## src/rtl/mem_arbiter.sv

```systemverilog
// Two-port round-robin arbiter in front of a single line-wide memory port.
// Level requests become one-cycle memory strobes; completions are pulsed back and counted per port.
module mem_arbiter #(
  parameter int ADDR_W = 32,
  parameter int DATA_W = 256,
  parameter int CNT_W  = 16
) (
  input  logic              clk,
  input  logic              rst_n,
  input  logic [ADDR_W-1:0] s0_addr,
  input  logic [DATA_W-1:0] s0_wdata,
  input  logic              s0_read,
  input  logic              s0_write,
  output logic [DATA_W-1:0] s0_rdata,
  output logic              s0_ready,
  input  logic [ADDR_W-1:0] s1_addr,
  input  logic [DATA_W-1:0] s1_wdata,
  input  logic              s1_read,
  input  logic              s1_write,
  output logic [DATA_W-1:0] s1_rdata,
  output logic              s1_ready,
  output logic [ADDR_W-1:0] mem_addr,
  output logic [DATA_W-1:0] mem_wdata,
  output logic              mem_read,
  output logic              mem_write,
  input  logic [DATA_W-1:0] mem_rdata,
  input  logic              mem_ready,
  output logic              busy,
  output logic [CNT_W-1:0]  cnt0,
  output logic [CNT_W-1:0]  cnt1
);

  typedef enum logic [1:0] {S_IDLE, S_ISSUE, S_WAIT, S_RESP} state_t;

  localparam logic [CNT_W-1:0] CNT_MAX = {CNT_W{1'b1}};

  state_t              state_q, state_d;
  logic                grant_q, grant_d;
  logic                last_grant_q, last_grant_d;
  logic                op_rd_q, op_rd_d;
  logic [ADDR_W-1:0]   addr_q, addr_d;
  logic [DATA_W-1:0]   wdata_q, wdata_d;
  logic                mem_read_q, mem_read_d;
  logic                mem_write_q, mem_write_d;
  logic [DATA_W-1:0]   s0_rdata_q, s0_rdata_d;
  logic [DATA_W-1:0]   s1_rdata_q, s1_rdata_d;
  logic                s0_ready_q, s0_ready_d;
  logic                s1_ready_q, s1_ready_d;
  logic [CNT_W-1:0]    cnt0_q, cnt0_d;
  logic [CNT_W-1:0]    cnt1_q, cnt1_d;
  logic [1:0]          req;
  logic                gnt;

  assign req = {s1_read | s1_write, s0_read | s0_write};

  always_comb begin
    state_d      = state_q;
    grant_d      = grant_q;
    last_grant_d = last_grant_q;
    op_rd_d      = op_rd_q;
    addr_d       = addr_q;
    wdata_d      = wdata_q;
    mem_read_d   = 1'b0;
    mem_write_d  = 1'b0;
    s0_rdata_d   = s0_rdata_q;
    s1_rdata_d   = s1_rdata_q;
    s0_ready_d   = 1'b0;
    s1_ready_d   = 1'b0;
    cnt0_d       = cnt0_q;
    cnt1_d       = cnt1_q;
    gnt          = 1'b0;
    case (state_q)
      S_IDLE: begin
        if (|req) begin
          // On a tie the port that did not win last time gets the grant.
          gnt         = (&req) ? ~last_grant_q : req[1];
          grant_d     = gnt;
          addr_d      = gnt ? s1_addr : s0_addr;
          wdata_d     = gnt ? s1_wdata : s0_wdata;
          op_rd_d     = gnt ? s1_read : s0_read;
          mem_read_d  = gnt ? s1_read : s0_read;
          mem_write_d = gnt ? ~s1_read : ~s0_read;
          state_d     = S_ISSUE;
        end
      end
      S_ISSUE: begin
        state_d = S_WAIT;
      end
      S_WAIT: begin
        if (mem_ready) begin
          if (op_rd_q) begin
            if (grant_q) s1_rdata_d = mem_rdata;
            else         s0_rdata_d = mem_rdata;
          end
          s0_ready_d   = ~grant_q;
          s1_ready_d   = grant_q;
          last_grant_d = grant_q;
          state_d      = S_RESP;
        end
      end
      S_RESP: begin
        if (grant_q) begin
          if (cnt1_q != CNT_MAX) cnt1_d = cnt1_q + CNT_W'(1);
        end else begin
          if (cnt0_q != CNT_MAX) cnt0_d = cnt0_q + CNT_W'(1);
        end
        state_d = S_IDLE;
      end
      default: state_d = S_IDLE;
    endcase
  end

  always_ff @(posedge clk or negedge rst_n) begin
    if (!rst_n) begin
      state_q      <= S_IDLE;
      grant_q      <= 1'b0;
      last_grant_q <= 1'b1;
      op_rd_q      <= 1'b0;
      addr_q       <= '0;
      wdata_q      <= '0;
      mem_read_q   <= 1'b0;
      mem_write_q  <= 1'b0;
      s0_rdata_q   <= '0;
      s1_rdata_q   <= '0;
      s0_ready_q   <= 1'b0;
      s1_ready_q   <= 1'b0;
      cnt0_q       <= '0;
      cnt1_q       <= '0;
    end else begin
      state_q      <= state_d;
      grant_q      <= grant_d;
      last_grant_q <= last_grant_d;
      op_rd_q      <= op_rd_d;
      addr_q       <= addr_d;
      wdata_q      <= wdata_d;
      mem_read_q   <= mem_read_d;
      mem_write_q  <= mem_write_d;
      s0_rdata_q   <= s0_rdata_d;
      s1_rdata_q   <= s1_rdata_d;
      s0_ready_q   <= s0_ready_d;
      s1_ready_q   <= s1_ready_d;
      cnt0_q       <= cnt0_d;
      cnt1_q       <= cnt1_d;
    end
  end

  assign mem_addr  = addr_q;
  assign mem_wdata = wdata_q;
  assign mem_read  = mem_read_q;
  assign mem_write = mem_write_q;
  assign s0_rdata  = s0_rdata_q;
  assign s1_rdata  = s1_rdata_q;
  assign s0_ready  = s0_ready_q;
  assign s1_ready  = s1_ready_q;
  assign cnt0      = cnt0_q;
  assign cnt1      = cnt1_q;
  assign busy      = (state_q != S_IDLE);

endmodule

```

## config.mk

```make
export PLATFORM = sky130hd
export DESIGN_NAME = mem_arbiter
export DESIGN_NICKNAME = d
export VERILOG_FILES = /design/src/rtl/mem_arbiter.sv
export SDC_FILE = /design/constraint.sdc
export NUM_CORES = 1
export LEC_CHECK = 0
export ABC_AREA = 1
export CORE_AREA = 2 2 650 652
export DETAILED_ROUTE_END_ITERATION = 8
export DIE_AREA = 0 0 652 654
export PLACE_DENSITY = 0.34
export RECOVER_POWER = 100
export SLEW_MARGIN = 20
export SYNTH_ARGS = -nofsm -noshare
export SYNTH_HDL_FRONTEND = slang
export SYNTH_SLANG_ARGS = --single-unit
```

## constraint.sdc

```tcl
create_clock -name clk -period 1.8 [get_ports clk]
set_input_delay 0.36 -clock clk [delete_from_list [all_inputs] [get_ports clk]]
set_output_delay 0.36 -clock clk [all_outputs]
set_load 0.01 [all_outputs]
```

Word level (Yosys, flattened, before mapping)
Index checks and enable logic that the tools add are counted.
Operators by class
  $add $sub $neg: 2
  equality and inequality tests: 7
  mux-type cells: 16
  bitwise operators: 6
  reduce and logical (&&, ||, !) cells: 11
Operator list (count)
  256-bit two-way mux: 1
  16-bit by 1-bit adder with 16-bit output, second input constant: 2
  32-bit two-way mux: 1
  16-bit != test, second input constant: 2
  1-bit two-way mux: 11
  2-bit one-hot mux with 4 select lines: 1
  2-bit AND reduction: 4
  4-bit AND reduction: 2
  3-bit AND reduction: 2
  2-bit equality test, second input constant: 2
  2-bit two-way mux: 2
  2-bit != test, second input constant: 2
  1-bit inverter: 4
  2-bit by 1-bit equality test with 1-bit output, second input constant: 1
  2-bit zero test: 1
  1-bit OR: 2
  2-bit nonzero test: 1
  2-bit OR reduction: 1
Word-level totals
  bits in registers: 841
  bits of input ports: 839
  output and inout bits: 837
  logic and storage cells: 56

Depth between registers and ports, before layout
  depth after elaboration: 6
  depth in mapped cells: 10
  depth with buffers taken out: 9

Worst setup path before layout
Ideal clock, no wire load.
  path kind: register -> register
  start: register state_q[0]
  end: register s1_rdata_q[215], in the netlist s1_rdata[215]
  setup time: 0.125 ns
  arrival: 1.521 ns
  data required time: 1.675 ns
  setup slack: 0.154 ns
  cell stages (with the launch flop): 8
  period minus slack after synthesis: 1.646 ns
  cells stage by stage: dfrtp_1 inv_1 ha_1 nand2_1 nor2_4 buf_6 buf_12 mux2_2
On the way
  cells in the longest elaborated chain, start to end: 2
Ends and longest elaborated chain
  start: declaration: line 37  | state_t state_q, state_d;
  start signal: assignment: line 130  | state_q <= state_d;
  2-bit equality test: line 72  | case (state_q)
  4-bit AND reduction (no line)
  end signal: assignment: line 139  | s1_rdata_q <= s1_rdata_d;
  end: declaration: line 46  | logic [DATA_W-1:0] s1_rdata_q, s1_rdata_d;
No other way between the ends.
A chain may end at the register's enable or synchronous reset.

Final worst setup path
  start: register state_q[1]
  end: register s1_rdata_q[247], in the netlist s1_rdata[247]
The elaborated chain is that of the path after synthesis.

==> results by group <==
Setup path
  – CP max FO: 12
  – Worst Setup Start Kind: register
  – Worst Reg-to-Reg Cells: 9
  – Kind of cell adding the most delay to the critical path: buffers and inverters
  – Worst EP arrival: 2930 ps
  – Critical path class: reg -> reg
  – Slowest cell on crit path: dfrtp_1
  – Worst path most repeated cell: buf_12
  – Worst EP required: 2540 ps
  – CP Depth: 9
  – Slowest stage delay, CP: 380 ps
  – WP buf/inv: 5
  – Cell Chain, Critical Path: buf_4, ha_1, nand2_1, nor2_4, buf_12, buf_16, buf_12, buf_12, mux2_2
  – Worst Setup End Kind: register

Floorplanning
  – Die area: 426400 um^2
  – Core area: 419300 um^2
  – Die width: 652 um
  – Row cnt: 238
  – Initial Util: 8.280%
  – # IOs: 1676
  – Die height: 654 um

Pwr
  – Tot Pwr: 119.9 mW
  – Worst VDD drop: 823.6 uV
  – P_leak: 28.17 nW
  – Power density over the cells: 1766 nW/um^2

Layout
  – Nets: 5945
  – Most frequent cells in the layout: 843 x clkdlybuf4s50_1, 804 x dfrtp_1, 468 x a21oi_1
  – Layout area overhead: 95.59%
  – Finished Layout Cells: 10789
  – Commonest non-fill, non-tap cell in the layout: clkdlybuf4s50_1
  – Post-route cell area: 67900 um^2
  – Layout cells sized above 1: 35.73%

Drt
  – Post-DR vias/cell: 3.168
  – Vias: 34176
  – Pre-Repair DR Iteration Count: 7
  – DRC viols: 0
  – Total Wirelength: 323200 um
  – Drt wl/cell: 29.96 um
  – DR iter-0 viols: 1918
  – Antenna viol nets, final: 0

Hold path
  – Hold path cells: 3
  – Hold Crit Class: in -> reg

Timing
  – Fmax: 457.5 MHz
  – Final setup viols: 1224
  – Worst Tran Pin Value: 1125 ps
  – Final Hold Viols: 0
  – Skew final: 86.71 ps
  – Worst hold margin: 100.5 ps
  – Relative slew slack: 24.98%
  – Fin. max-slew vios: 0
  – Post-route setup slack: -385.8 ps
  – Final worst-path cycle share: 121.4%
  – RSZ-0062 raised after global routing: true
  – Crit path time final: 2186 ps

Global route
  – Number of global-route vias before repair: 34974
  – Largest net degree at the start of global routing: 85
  – Total Routing Usage GR: 14.38%
  – First-pass GRT wire length: 398000 um
  – GRT Residual Overflow: 0
  – Initial antenna violation count: 197

Clock tree
  – CTS tree: yes
  – CTS Buffer Depth: 4
  – CTS buffer count: 118
  – Clock Latency Late Sink: 910 ps
  – Root buffer cell: clkbuf_16
  – Clock transition at path regs: 80 ps
  – Clk sinks: 841
  – CTS H-tree depth: 3

Synthesis
  – Yosys Warn Count: 0
  – Netlist Area Pre-Place: 34710 um^2
  – Avg Inst Size Synth: 11.61 um^2
  – Seq/Total Area, Yosys: 60.63%
  – Flops & latches, synth: 841
  – Post-Synthesis Cells: 2989
  – Post-synth cell types: 30
  – Syn nets: 3833

Place
  – Placed cells: 10232
  – Detailed placement HPWL: 269200 um
  – Routability Congestion: 1.067
  – Placement Setup Slack: -1577 ps
  – Port Buffers: 1675
  – Area of placed instances: 60490 um^2

Status
  – Status: complete, but fails checks
  – Failing checks: negative setup slack

Flow run
  – Maxcap violations: 0
## routing by layer
metal	part of all wire (%)	wire (um)	global-route usage, %
met1	35	112600	14.66
met2	52	168300	26.56
met3	9.1	29490	5.664
met4	3.7	12110	4.809
met5	0.21	684	0
## timing repair
action / in CTS / in global routing
pin swaps: 7 / 10
endpoints found under the setup margin: 1634 / 1667
hold endpoints to repair: 930 / 0
resized for setup: 1684 / 880
hold buffers: 79 / 0
setup buffers: 86 / 61
cloned: 27 / 22
## Yosys cell counts, drive strengths merged
| cell | count | area (um^2) |
|---|---|---|
| a21oi | 579 | 2898 |
| a22oi | 1 | 7.510 |
| buf | 133 | 1254 |
| clkbuf | 55 | 206.5 |
| dfrtp | 840 | 21020 |
| dfstp | 1 | 26.28 |
| ha | 5 | 62.56 |
| inv | 38 | 142.6 |
| mux2 | 512 | 5841 |
| nand2 | 426 | 1604 |
| nand3 | 44 | 220.2 |
| nand3b | 5 | 37.54 |
| nand4 | 4 | 25.02 |
| nor2 | 333 | 1270 |
| nor3 | 2 | 10.01 |
| o21ai | 2 | 13.76 |
| o22ai | 1 | 6.260 |
| xnor2 | 2 | 17.52 |
| xor2 | 6 | 52.55 |
## state kept, by name, summed over array words and instances, names as in the netlist
name / count
mem_read: 1
mem_wdata: 256
last_grant_q: 1
s1_rdata: 256
s0_ready: 1
mem_write: 1
mem_addr: 32
op_rd_q: 1
s0_rdata: 256
cnt0: 16
state_q: 2
s1_ready: 1
cnt1: 16
grant_q: 1
## layout make-up
cell class,instances,area [um^2]
diodes,78,195.2
multi-input cells,1922,13020
clock buffers,174,3505
clock inverters,36,431.7
fillers,46880,351400
inverters,38,177.7
repair buffers,2179,22550
well taps,5520,6907
repair inverters,1,16.27
flip-flops and latches,841,21090
## worst register-to-register path, stage by stage (launching register included)
cell and delay, ps:
dfrtp_1 380, buf_4 120, ha_1 200, nand2_1 110
nor2_4 140, buf_12 150, buf_16 170, buf_12 320
buf_12 140, mux2_2 340
## through the flow
stage	TNS [ps]	utilization [%]
2_1_floorplan	0	-
5_1_grt	-358880	16.18
3_5_place_dp	-665290	14.43
6_report	-206390	16.19
3_3_place_gp	-668000	14.43
4_1_cts	-400910	15.97
## logic make-up after synthesis
| family | Yosys count | synth area share (%) |
|---|---|---|
| AND/OR/NAND/NOR | 814 | 9.122 |
| flip-flops | 841 | 60.63 |
| adder cells (fa/ha/maj) | 5 | 0.1802 |
| AO/OA/AOI/OAI | 583 | 8.427 |
| XOR/XNOR | 8 | 0.2018 |
| multiplexers | 512 | 16.82 |
| buffers and inverters | 226 | 4.617 |
## worst paths after layout
kind	start	slack, ps	endpoint
max in group asynchronous	rst_n	-80	s1_rdata[222]
worst min register to register	s0_rdata[199]	480	s0_rdata[199]
worst min-delay path	s1_wdata[187]	100	mem_wdata[187]
worst max register to register	state_q[1]	-390	s1_rdata[247]
worst max-delay path	state_q[1]	-390	s1_rdata[247]
min in group asynchronous	rst_n	420	s1_rdata[180]
## report_power, final
part	leakage (nW)	switching (mW)	internal, mW	total, mW
logic	16.3	31.5	29.2	60.7
registers	9.96	6.58	28.2	34.8
clock network	1.94	9.96	14.4	24.4
total	28.2	48.0	71.8	120
Power figures use the tool's default switching activity.
